==> src/rtl/mips_pkg.sv <==
// Shared widths, FSM state encoding and writeback payload type for the
// register-file writeback arbiter.
package mips_pkg;

    localparam int unsigned REG_ADDR_W = 5;
    localparam int unsigned DATA_W     = 32;
    localparam int unsigned NUM_REGS   = 32;

    typedef enum logic {
        NORMAL   = 1'b0,
        B_FORCED = 1'b1
    } wb_state_e;

    typedef struct packed {
        logic [REG_ADDR_W-1:0] dest;
        logic [DATA_W-1:0]     data;
    } wb_req_t;

endpackage

==> src/rtl/regfile_wb_arbiter_if.sv <==
// Bus bundle between the two writeback requesters, the scoreboard view and
// the register-file write port.
interface regfile_wb_arbiter_if;
    import mips_pkg::*;

    logic                  a_valid;
    logic                  a_regrt;
    logic [REG_ADDR_W-1:0] a_rd;
    logic [REG_ADDR_W-1:0] a_rt;
    logic [DATA_W-1:0]     a_data;
    logic                  a_stall;
    logic                  b_valid;
    logic [REG_ADDR_W-1:0] b_dest;
    logic [DATA_W-1:0]     b_data;
    logic                  b_ready;
    logic                  b_issue;
    logic [REG_ADDR_W-1:0] b_issue_dest;
    logic [NUM_REGS-1:0]   busy;
    logic                  we;
    logic [REG_ADDR_W-1:0] wn;
    logic [DATA_W-1:0]     wd;

    modport master (
        output a_valid, a_regrt, a_rd, a_rt, a_data,
        output b_valid, b_dest, b_data, b_issue, b_issue_dest,
        input  a_stall, b_ready, busy, we, wn, wd
    );

    modport slave (
        input  a_valid, a_regrt, a_rd, a_rt, a_data,
        input  b_valid, b_dest, b_data, b_issue, b_issue_dest,
        output a_stall, b_ready, busy, we, wn, wd
    );

endinterface

==> src/rtl/wb_scoreboard.sv <==
// Per-register pending-write scoreboard: set on mul/div issue, clear on
// accepted B writeback; set wins on collision, register 0 never busy.
module wb_scoreboard
    import mips_pkg::*;
(
    input  logic                  clk,
    input  logic                  clrn,
    input  logic                  set_en,
    input  logic [REG_ADDR_W-1:0] set_idx,
    input  logic                  clr_en,
    input  logic [REG_ADDR_W-1:0] clr_idx,
    output logic [NUM_REGS-1:0]   busy
);

    logic [NUM_REGS-1:0] busy_q;
    logic [NUM_REGS-1:0] busy_d;
    logic [NUM_REGS-1:0] set_mask;
    logic [NUM_REGS-1:0] clr_mask;

    always_comb begin
        set_mask = '0;
        clr_mask = '0;
        if (set_en) set_mask[set_idx] = 1'b1;
        if (clr_en) clr_mask[clr_idx] = 1'b1;
        busy_d    = (busy_q & ~clr_mask) | set_mask;
        busy_d[0] = 1'b0;
    end

    always_ff @(posedge clk or negedge clrn) begin
        if (!clrn) busy_q <= '0;
        else       busy_q <= busy_d;
    end

    assign busy = busy_q;

endmodule

==> src/rtl/regfile_wb_arbiter.sv <==
// Arbitrates pipeline (A) and mul/div (B) writebacks onto one register-file
// write port. Starvation guard for B is enabled by WB_STARVE_GUARD_EN.
module regfile_wb_arbiter
    import mips_pkg::*;
#(
    parameter int unsigned STARVE_LIMIT = 4
) (
    input logic                 clk,
    input logic                 clrn,
    regfile_wb_arbiter_if.slave bus
);

    logic    grant_a;
    logic    grant_b;
    logic    stall;
    wb_req_t a_req;
    wb_req_t b_req;
    wb_req_t win;

    logic                  we_q;
    logic [REG_ADDR_W-1:0] wn_q;
    logic [DATA_W-1:0]     wd_q;
    logic [NUM_REGS-1:0]   busy;

    // Requester payloads and winner select
    always_comb begin
        a_req.dest = bus.a_regrt ? bus.a_rt : bus.a_rd;
        a_req.data = bus.a_data;
        b_req.dest = bus.b_dest;
        b_req.data = bus.b_data;
        win        = grant_a ? a_req : b_req;
    end

`ifdef WB_STARVE_GUARD_EN
    localparam int unsigned CNT_W = (STARVE_LIMIT < 1) ? 1 : $clog2(STARVE_LIMIT + 1);

    wb_state_e        state_q;
    wb_state_e        state_d;
    logic [CNT_W-1:0] wait_q;
    logic [CNT_W-1:0] wait_d;

    always_ff @(posedge clk or negedge clrn) begin
        if (!clrn) begin
            state_q <= NORMAL;
            wait_q  <= '0;
        end else begin
            state_q <= state_d;
            wait_q  <= wait_d;
        end
    end

    // Grant, B wait counting and forced-B transitions
    always_comb begin
        state_d = state_q;
        wait_d  = wait_q;
        grant_a = 1'b0;
        grant_b = 1'b0;
        stall   = 1'b0;

        case (state_q)
            NORMAL: begin
                grant_a = bus.a_valid;
                grant_b = bus.b_valid & ~bus.a_valid;
                if (bus.b_valid && (wait_q == CNT_W'(STARVE_LIMIT))) state_d = B_FORCED;
            end
            B_FORCED: begin
                grant_b = bus.b_valid;
                stall   = bus.a_valid;
                if (grant_b || !bus.b_valid) state_d = NORMAL;
            end
            default: state_d = NORMAL;
        endcase

        if (bus.b_valid && !grant_b) begin
            if (wait_q != CNT_W'(STARVE_LIMIT)) wait_d = wait_q + 1'b1;
        end else begin
            wait_d = '0;
        end
    end
`else
    logic unused_limit;
    assign unused_limit = ^STARVE_LIMIT;

    // Strict A priority
    always_comb begin
        grant_a = bus.a_valid;
        grant_b = bus.b_valid & ~bus.a_valid;
        stall   = 1'b0;
    end
`endif

    // Registered write port; register 0 is accepted but never written
    always_ff @(posedge clk or negedge clrn) begin
        if (!clrn) begin
            we_q <= 1'b0;
            wn_q <= '0;
            wd_q <= '0;
        end else if (grant_a || grant_b) begin
            we_q <= (win.dest != '0);
            wn_q <= win.dest;
            wd_q <= win.data;
        end else begin
            we_q <= 1'b0;
        end
    end

    wb_scoreboard u_scoreboard (
        .clk     (clk),
        .clrn    (clrn),
        .set_en  (bus.b_issue),
        .set_idx (bus.b_issue_dest),
        .clr_en  (grant_b),
        .clr_idx (bus.b_dest),
        .busy    (busy)
    );

    assign bus.a_stall = stall & clrn;
    assign bus.b_ready = grant_b & clrn;
    assign bus.busy    = busy;
    assign bus.we      = we_q;
    assign bus.wn      = wn_q;
    assign bus.wd      = wd_q;

endmodule

==> src/flat_wrapper.sv <==
// flat-port wrapper written by rule: the top's interface ports become plain ports
module regfile_wb_arbiter_flat import mips_pkg::*;
#(
    parameter int unsigned STARVE_LIMIT = 4
)
  (clk, clrn, bus_a_valid, bus_a_regrt, bus_a_rd, bus_a_rt, bus_a_data, bus_b_valid, bus_b_dest, bus_b_data, bus_b_issue, bus_b_issue_dest, bus_a_stall, bus_b_ready, bus_busy, bus_we, bus_wn, bus_wd);
  regfile_wb_arbiter_if bus_i ();
  input logic clk;
  input logic clrn;
  input wire logic [$bits(bus_i.a_valid)-1:0] bus_a_valid;
  input wire logic [$bits(bus_i.a_regrt)-1:0] bus_a_regrt;
  input wire logic [$bits(bus_i.a_rd)-1:0] bus_a_rd;
  input wire logic [$bits(bus_i.a_rt)-1:0] bus_a_rt;
  input wire logic [$bits(bus_i.a_data)-1:0] bus_a_data;
  input wire logic [$bits(bus_i.b_valid)-1:0] bus_b_valid;
  input wire logic [$bits(bus_i.b_dest)-1:0] bus_b_dest;
  input wire logic [$bits(bus_i.b_data)-1:0] bus_b_data;
  input wire logic [$bits(bus_i.b_issue)-1:0] bus_b_issue;
  input wire logic [$bits(bus_i.b_issue_dest)-1:0] bus_b_issue_dest;
  output wire logic [$bits(bus_i.a_stall)-1:0] bus_a_stall;
  output wire logic [$bits(bus_i.b_ready)-1:0] bus_b_ready;
  output wire logic [$bits(bus_i.busy)-1:0] bus_busy;
  output wire logic [$bits(bus_i.we)-1:0] bus_we;
  output wire logic [$bits(bus_i.wn)-1:0] bus_wn;
  output wire logic [$bits(bus_i.wd)-1:0] bus_wd;
  assign bus_i.a_valid = bus_a_valid;
  assign bus_i.a_regrt = bus_a_regrt;
  assign bus_i.a_rd = bus_a_rd;
  assign bus_i.a_rt = bus_a_rt;
  assign bus_i.a_data = bus_a_data;
  assign bus_i.b_valid = bus_b_valid;
  assign bus_i.b_dest = bus_b_dest;
  assign bus_i.b_data = bus_b_data;
  assign bus_i.b_issue = bus_b_issue;
  assign bus_i.b_issue_dest = bus_b_issue_dest;
  assign bus_a_stall = bus_i.a_stall;
  assign bus_b_ready = bus_i.b_ready;
  assign bus_busy = bus_i.busy;
  assign bus_we = bus_i.we;
  assign bus_wn = bus_i.wn;
  assign bus_wd = bus_i.wd;
  regfile_wb_arbiter #(.STARVE_LIMIT(STARVE_LIMIT)) u_core (.clk(clk), .clrn(clrn), .bus(bus_i));
endmodule
==> config.mk <==
export PLATFORM = sky130hd
export DESIGN_NAME = regfile_wb_arbiter_flat
export DESIGN_NICKNAME = d
export VERILOG_FILES = /design/src/rtl/mips_pkg.sv /design/src/rtl/regfile_wb_arbiter_if.sv /design/src/rtl/wb_scoreboard.sv /design/src/rtl/regfile_wb_arbiter.sv /design/src/flat_wrapper.sv
export SDC_FILE = /design/constraint.sdc
export NUM_CORES = 1
export LEC_CHECK = 0
export BUFFER_PORTS_ARGS = -buffer_cell sky130_fd_sc_hd__buf_4
export CORE_ASPECT_RATIO = 0.75
export CORE_MARGIN = 1
export CORE_UTILIZATION = 40
export DETAILED_ROUTE_END_ITERATION = 8
export GPL_ROUTABILITY_DRIVEN = 0
export PLACE_DENSITY = 0.79
export SETUP_SLACK_MARGIN = 0.5
export SYNTH_ARGS = -nofsm -noshare
export SYNTH_HDL_FRONTEND = slang
export SYNTH_SLANG_ARGS = --single-unit
==> constraint.sdc <==
create_clock -name clk -period 1.1 [get_ports clk]
set_clock_uncertainty 0.1 [all_clocks]
set_input_delay 0.22 -clock clk [delete_from_list [all_inputs] [get_ports clk]]
set_output_delay 0.22 -clock clk [all_outputs]
set_load 0.1 [all_outputs]
=== Word-level counts from Yosys, hierarchy flattened ===
Index checks and enable logic that the tools add are counted.
W data, S select, Z words.

* Register bits: 69
* Input port bits: 90
* Logic and storage cells: 27

* Order comparisons: 4
* Mux-type cells: 9
* Bitwise operators: 6
* Reductions and logical operators: 4

{| class="wikitable"
|+ Operators by type and width
! operator !! count
|-
| $mux W32 || 2
|-
| $mux W37 || 1
|-
| $and A32 B32 Y32 || 1
|-
| $not A32 Y32 || 1
|-
| $or A32 B32 Y32 || 1
|-
| $lt A5 B6 Y1 const B || 2
|-
| $demux W1 S5 || 2
|-
| $ge A5 B1 Y1 const B || 2
|-
| $mux W5 || 1
|-
| $reduce_bool A5 Y1 || 1
|-
| $mux W1 || 3
|-
| $and A1 B1 Y1 || 2
|-
| $logic_and A1 B1 Y1 || 2
|-
| $logic_or A1 B1 Y1 || 1
|-
| $not A1 Y1 || 1
|}

=== Depth between registers and ports, before layout ===
Gate-level depths: netlist (run 1).

* Word-level depth: 8
* Depth in mapped cells: 5
* Gate-level depth less buffers: 4

=== Hierarchy ===
From an unflattened synthesis (run 1), not the netlist that was laid out.

* Cell total of the unflattened synthesis: 296
* Area total of the unflattened synthesis: 3095.5 sq um

{| class="wikitable"
|+ Modules (own cells, without submodules)
! module !! instances !! cells an instance !! area each (sq um)
|-
| regfile_wb_arbiter || 1 || 175 || 1813.0
|-
| wb_scoreboard || 1 || 121 || 1282.5
|}

=== Worst setup path after synthesis (run 1) ===
Ideal clock, no wire load.

* Path type: input to output
* Start point: input bus_b_valid
* End point: output bus_b_ready
* Data arrival time: 1.340 ns
* Data required time: 0.780 ns
* Setup slack: -0.560 ns
* Stages on the path: 3
* Path buffers: 2
* Cell sequence: buf_4 buf_6 and3b_1

* Cells in the longest elaborated chain, start to end: 2

{| class="wikitable"
|+ RTL lines
! element !! RTL line !! RTL
|-
| start: declaration || flat_wrapper.sv:15 || <nowiki>input wire logic [$bits(bus_i.b_valid)-1:0] bus_b_valid;</nowiki>
|-
| $and A1 B1 Y1 || regfile_wb_arbiter.sv:87 || <nowiki>grant_b = bus.b_valid & ~bus.a_valid;</nowiki>
|-
| $and A1 B1 Y1 || regfile_wb_arbiter.sv:118 || <nowiki>assign bus.b_ready = grant_b & clrn;</nowiki>
|-
| end: declaration || flat_wrapper.sv:21 || <nowiki>output wire logic [$bits(bus_i.b_ready)-1:0] bus_b_ready;</nowiki>
|}

No other way between the ends.

=== Worst setup path in the final report (run 1) ===
* Start point: register u_core.u_scoreboard.busy_q[12] (netlist: u_core.u_scoreboard.busy[12])
* End point: output bus_busy[12]

{| class="wikitable"
|+ RTL lines
! element !! RTL line !! RTL
|-
| start: declaration || wb_scoreboard.sv:15 || <nowiki>logic [NUM_REGS-1:0] busy_q;</nowiki>
|-
| start signal: assignment || wb_scoreboard.sv:31 || <nowiki>else busy_q <= busy_d;</nowiki>
|-
| end: declaration || flat_wrapper.sv:22 || <nowiki>output wire logic [$bits(bus_i.busy)-1:0] bus_busy;</nowiki>
|}

No word-level cell between the ends.

==> key figures, run 1 <==
Status
  – Status: finished with violations
  – Failing checks: negative hold slack, negative setup slack

Critical path
  – Endpoint class of the critical path: primary output
  – Worst Path Max Fanout: 2
  – Critical Path Slowest Stage Cell: dfrtp_4
  – Required @ worst endpoint: 0.78 ns
  – Worst Path Buf+Inv: 1
  – Crit-path cells: buf_12
  – Critical Path AT: 1.04 ns
  – Largest stage delay, worst path: 0.51 ns
  – Setup CP Type: reg2out
  – Type of origin of the critical path: flop
  – CP delay by family, top: flip-flops

Synthesis
  – Average size of a mapped cell: 10.5 sq um
  – Cell area after synthesis: 3130 sq um
  – Area contributors post-synth: dfrtp_1 (55%), o21ai_0 (14%), mux2i_1 (12%)
  – Synth area leader: dfrtp_1
  – Yosys Warn Count: 0
  – Area fraction of the dominant cell type after synthesis: 55.2%
  – Yosys cell types: 24
  – Synthesis-stage register bit count: 69
  – Post-Syn Instances: 299
  – Sequential-to-total area share from yosys stat: 55.2%

Clocking
  – Clock sink count: 69
  – Reg clk slew, reported paths: 0.08 ns
  – H-tree lvl count: 3
  – CTS tree: built
  – Clock tree root driver cell: clkbuf_8
  – CTS Buf Count: 9
  – Clk buf depth: 2
  – Worst-skew pair later-pin latency: 0.34 ns

Routing
  – Drt wl/cell: 23.5 microns
  – Total length of routed wires: 14500 microns
  – Via density: 5.74
  – DRT iter0 DRCs: 275
  – Initial DRT Pass Iterations: 4
  – Final antenna-violating net count: 0
  – Via count: 3529
  – Residual DRC count: 0

Finish
  – Ant diodes: 0
  – Most frequent cells in the layout: buf_4 (107), buf_12 (73), dfrtp_4 (69)
  – Layout area overhead: 110%
  – Layout fillers: 298
  – Share of layout cells above drive strength 1: 69.1%
  – Total Nets Final: 602
  – Commonest non-fill, non-tap cell in the layout: buf_4

Die
  – Die Footprint: 8190 sq um
  – Die Wd: 104 microns
  – Die height: 78.6 microns
  – Initial Util: 41.9%
  – Core Area: 7470 sq um
  – I/O pin total: 162
  – Floorplan row count: 27

Global routing
  – Total gr overflow: 0
  – Initial antenna violation count: 0
  – Total Routing Usage GR: 30.6%
  – Via count of the first global-routing pass: 3493
  – First-pass GRT wire length: 19100 microns
  – Pin count of the biggest net entering global routing: 50

Power and ir drop
  – Comb pwr share: 53.2%
  – Power per Cell Area: 1910 nW/um^2
  – Sequential share of power: 30.1%
  – Int Power: 6.88 mW
  – Clk network pwr share: 16.8%
  – Sw Ratio: 45.1%
  – Leakage: 2.83 nW
  – Sw Pwr: 5.66 mW
  – Peak supply drop: 0.00177 V

STA
  – Final setup viols: 76
  – Hold Vio Cnt, Final: 21
  – Fmax: 734 MHz
  – Hold slack: -0.257 ns
  – Final worst-path cycle share: 124%
  – Unrepaired setup endpoints after global routing: yes
  – Setup TNS: -16.66 ns
  – PnR worst setup slack: -0.263 ns
  – Final min period: 1.36 ns
  – Fin. max-slew vios: 0

Placed design
  – Detailed Place HPWL: 7400 microns
  – PortBufs: 159

Run
  – Max_cap viols: 0

Hold path
  – Worst Hold Class: in2async
==> repair_timing <==
item / in CTS / in global routing
pin swaps: 21 / 14
cloned: 1 / 0
gates resized for setup: 276 / 54
setup endpoints to repair: 139 / 187
setup buffers: 10 / 21
endpoints found under the hold margin: 27 / 22
==> sequential cells by signal, indices dropped and copies added (netlist names) <==
name / count
u_core.bus.we: 1
u_core.bus.wd: 32
u_core.u_scoreboard.busy: 31
u_core.bus.wn: 5
==> metal layers <==
layer	vias to the layer above	part of all wire, %	wire [microns]	track usage [%]
li1	1486	-	-	-
met3	43	6.6	949	8.14
met2	205	51	7410	52.3
met5	-	0	0	0
met1	1795	39	5640	36.1
met4	0	3.1	454	14.9
==> worst paths after layout <==
check / start / endpoint / slack [ns] / cells after the start
worst max register to register: u_core.bus.wn[1] / u_core.bus.wn[1] / -0.10 / 3
max in group asynchronous: clrn / u_core.u_scoreboard.busy[18] / 0.62 / 3
min in group clk: bus_a_data[27] / u_core.bus.wd[27] / 0 / 3
worst min-delay path: clrn / u_core.bus.wd[25] / -0.26 / 2
worst min register to register: u_core.u_scoreboard.busy[22] / u_core.u_scoreboard.busy[22] / 0.49 / 2
worst max-delay path: u_core.u_scoreboard.busy[12] / bus_busy[12] / -0.26 / 1
==> power by group through the flow <==
stage / Clock, mW / Sequential [mW] / Combinational [mW]
detailed placement: 0 / 3.49 / 4.88
global placement: 0 / 3.49 / 4.81
CTS: 2.05 / 3.70 / 6.14
global route: 2.21 / 3.80 / 6.81
finish: 2.10 / 3.77 / 6.67
floorplan: 0 / 6.50 / 0.640
==> cell usage after synthesis <==
library cell and count:
buf_6 5, and3b_1 1, mux2_2 4, or3_4 1, buf_1 2, nor2_1 10, or3b_1 2, or3_1 1
nand4bb_1 1, o21ai_0 87, a21o_1 1, buf_2 6, nand4b_1 1, nand3_1 4, nand3b_1 9, nand2_1 37
or3b_4 1, mux2i_1 37, conb_1 1, dfrtp_1 69, buf_4 5, nor4_1 1, a21oi_1 5, o21ai_1 8
==> kinds of logic after synthesis <==
logic type / after synthesis / synth area share (%)
AO/OA/AOI/OAI: 101 / 16.2
buffers and inverters: 18 / 4.20
multiplexers: 41 / 13.3
flip-flops: 69 / 55.2
AND/OR/NAND/NOR: 69 / 11.0
other: 1 / 0.120
==> layout make-up <==
| class | instances | area (sq um) | share of cell area [%] |
|---|---|---|---|
| timing repair buffer | 219 | 2750 | 41.8 |
| sequential | 69 | 1990 | 30.2 |
| multi-input combinational | 213 | 1530 | 23.2 |
| clock buffer | 11 | 151 | 2.30 |
| tap | 101 | 126 | 1.92 |
| clock inverter | 2 | 35.0 | 0.533 |
==> stage by stage <==
stage | cells | util [%] | area (sq um) | power (mW) | worst slack (ns)
2_1_floorplan | 300 | - | 3450 | 7.14 | -0.0999
6_report | 615 | 88.1 | 6570 | 12.5 | -0.263
3_3_place_gp | 570 | 64.8 | 4840 | 8.30 | -0.180
3_5_place_dp | 570 | 64.8 | 4840 | 8.37 | -0.252
5_1_grt | 615 | 88.1 | 6570 | 12.8 | -0.285
4_1_cts | 594 | 82.9 | 6190 | 11.9 | -0.249
(Power assumes the default switching activity.)
==> inputs of run 2 (changes only) <==
--- a/config.mk
+++ b/config.mk
@@ -15,4 +15,5 @@
 export SETUP_SLACK_MARGIN = 0.5
 export SYNTH_ARGS = -nofsm -noshare
 export SYNTH_HDL_FRONTEND = slang
+export SYNTH_HIERARCHICAL = 1
 export SYNTH_SLANG_ARGS = --single-unit
==> key figures, run 2 <==
Finish
  – Max reg flops: 32
  – Share of layout cells above drive strength 1: 68.6%
  – Most frequent cells in the layout: buf_4 (104), buf_12 (71), dfrtp_4 (69)
  – Ant diodes: 0
  – Commonest non-fill, non-tap cell in the layout: buf_4
  – Layout fillers: 351
  – Total Nets Final: 588
  – Post-Layout Cell Count: 604
  – Post-route cell area: 6420 sq um
  – Layout area overhead: 108%

Synthesis
  – Post-Syn Instances: 296
  – Sequential-to-total area share from yosys stat: 55.8%
  – Average size of a mapped cell: 10.5 sq um
  – Syn Nets: 386
  – Yosys cell types: 22
  – Area fraction of the dominant cell type after synthesis: 55.8%
  – Yosys Warn Count: 6
  – Synth area leader: dfrtp_1
  – Cell area after synthesis: 3100 sq um
  – Post-synth ARST share: 100%
  – Synthesis-stage register bit count: 69
  – Top cells by count, synth: dfrtp_1 (69), o21ai_0 (61), mux2i_1 (37)
  – Area contributors post-synth: dfrtp_1 (56%), mux2i_1 (12%), o21ai_0 (9.9%)
  – Top FF cell, synth: dfrtp_1
  – Most numerous cell in the Yosys netlist: dfrtp_1
  – Number of synthesized flops with an enable pin: 0

Global routing
  – Total gr overflow: 0
  – Total Routing Usage GR: 29.6%
  – Via count of the first global-routing pass: 3488
  – First-pass GRT wire length: 18400 microns
  – Pin count of the biggest net entering global routing: 46
  – Initial antenna violation count: 0

Critical path
  – Crit-path cells: buf_12
  – Type of origin of the critical path: flop
  – Endpoint class of the critical path: primary output
  – Critical Path AT: 1.04 ns
  – Worst Path Buf+Inv: 1
  – Setup CP Type: reg2out
  – Largest stage delay, worst path: 0.51 ns
  – Required @ worst endpoint: 0.78 ns
  – Worst Path Max Fanout: 2
  – Critical Path Slowest Stage Cell: dfrtp_4
  – CP delay by family, top: flip-flops

Power and ir drop
  – Peak supply drop: 0.00171 V
  – Comb pwr share: 51.0%
  – Sw Pwr: 5.53 mW
  – Power per Cell Area: 1950 nW/um^2
  – Int Power: 6.97 mW
  – Clk network pwr share: 18.9%
  – Leakage: 2.76 nW
  – Sw Ratio: 44.3%
  – Sequential share of power: 30.1%

Die
  – Initial Util: 41.6%
  – Die height: 78.2 microns
  – Floorplan row count: 27
  – Die Footprint: 8100 sq um
  – Core Area: 7430 sq um
  – Die Wd: 104 microns
  – I/O pin total: 162

STA
  – Fin. max-slew vios: 0
  – Fmax: 734 MHz
  – Hold slack: -0.237 ns
  – Unrepaired setup endpoints after global routing: yes
  – Final min period: 1.36 ns
  – Final setup viols: 84
  – Final worst-path cycle share: 124%
  – PnR worst setup slack: -0.262 ns
  – Hold Vio Cnt, Final: 41
  – Setup TNS: -17.48 ns

Routing
  – DRT iter0 DRCs: 209
  – Drt wl/cell: 21.8 microns
  – Final antenna-violating net count: 0
  – Via density: 5.53
  – Initial DRT Pass Iterations: 5
  – Via count: 3339
  – Residual DRC count: 0
  – Total length of routed wires: 13100 microns

Clocking
  – H-tree lvl count: 3
  – Clock tree root driver cell: clkbuf_8
  – Reg clk slew, reported paths: 0.07 ns
  – Worst-skew pair later-pin latency: 0.34 ns
  – CTS Buf Count: 9
  – Clk buf depth: 2
  – CTS tree: built
  – Clock sink count: 69

Placed design
  – Detailed Place HPWL: 7360 microns
  – Placement Cell Area: 4810 sq um
  – PortBufs: 159
  – Dpl cells: 567

Status
  – Failing checks: negative hold slack, negative setup slack
  – Status: finished with violations

Run
  – Max_cap viols: 0

Hold path
  – Worst Hold Class: in2async
==> run 2: cell count changes after synthesis, sizes merged, moves of 3 or more <==
cell / previous run / this run
nor2: 10 / 7
or3b: 3 / 6
buf: 18 / 10
clkbuf: 0 / 5
==> run 2: power groups by stage <==
stage               Combinational (mW)  Clock [mW]  Sequential [mW]
finish                            6.38        2.36             3.76
global route                      6.53        2.49             3.79
CTS                               6.08        2.35             3.69
detailed placement                4.87           0             3.50
global placement                  4.80           0             3.48
floorplan                        0.614           0             6.50
==> run 2: layout make-up <==
class / count / area [sq um] / area share (%)
clock buffers: 12 / 155 / 2.41
clock inverters: 4 / 70.1 / 1.09
multi-input cells: 212 / 1500 / 23.4
flip-flops and latches: 69 / 1990 / 30.9
well taps: 101 / 126 / 1.97
repair buffers: 206 / 2590 / 40.3
==> run 2: routing by layer <==
metal  vias up  routed length [microns]  global-route usage [%]
li1       1457                        -                       -
met1      1647                     5090                    34.2
met2       190                     6700                    52.6
met5         -                        0                       0
met3        45                      876                    7.72
met4         0                      484                    11.9
==> run 2: kinds of logic (layout without fill, tap and decap cells) <==
logic type / count (synthesis) / in the layout / synth area share, %
compound gates: 101 / 101 / 16.3
flops: 69 / 69 / 55.8
simple gates: 68 / 68 / 11.4
mux: 41 / 41 / 13.4
buf+inv: 15 / 222 / 2.83
other cells: 2 / 2 / 0.243
==> run 2: per-stage QoR <==
step,worst slack (ns),util [%],total power [mW]
after floorplan,-0.187,-,7.12
after global placement,-0.265,64.7,8.28
after detailed placement,-0.293,64.7,8.36
after CTS,-0.244,83.7,12.1
after global routing,-0.277,86.4,12.8
final,-0.262,86.4,12.5
==> run 2: worst paths after layout <==
kind	startpoint	endpoint	slack, ns	cells past startpoint
min in group clk	bus_a_data[6]	u_core/bus.wd[6]	-0.02	3
worst max-delay path	u_core/u_scoreboard/busy[16]	bus_busy[16]	-0.26	1
worst min register to register	u_core/u_scoreboard/busy[26]	u_core/u_scoreboard/busy[26]	0.48	2
worst min-delay path	clrn	u_core/u_scoreboard/busy[8]	-0.24	2
worst max register to register	u_core/bus.wd[1]	u_core/bus.wd[1]	-0.03	3
max in group asynchronous	clrn	u_core/bus.wd[15]	0.60	3
==> run 2: repair_timing <==
item                                    4_1_cts  5_1_grt
cloned                                        1        0
gates resized for setup                     267       42
pin swaps                                    17       16
endpoints found under the setup margin      176      139
hold endpoints to repair                     42       34
setup buffers                                14        6
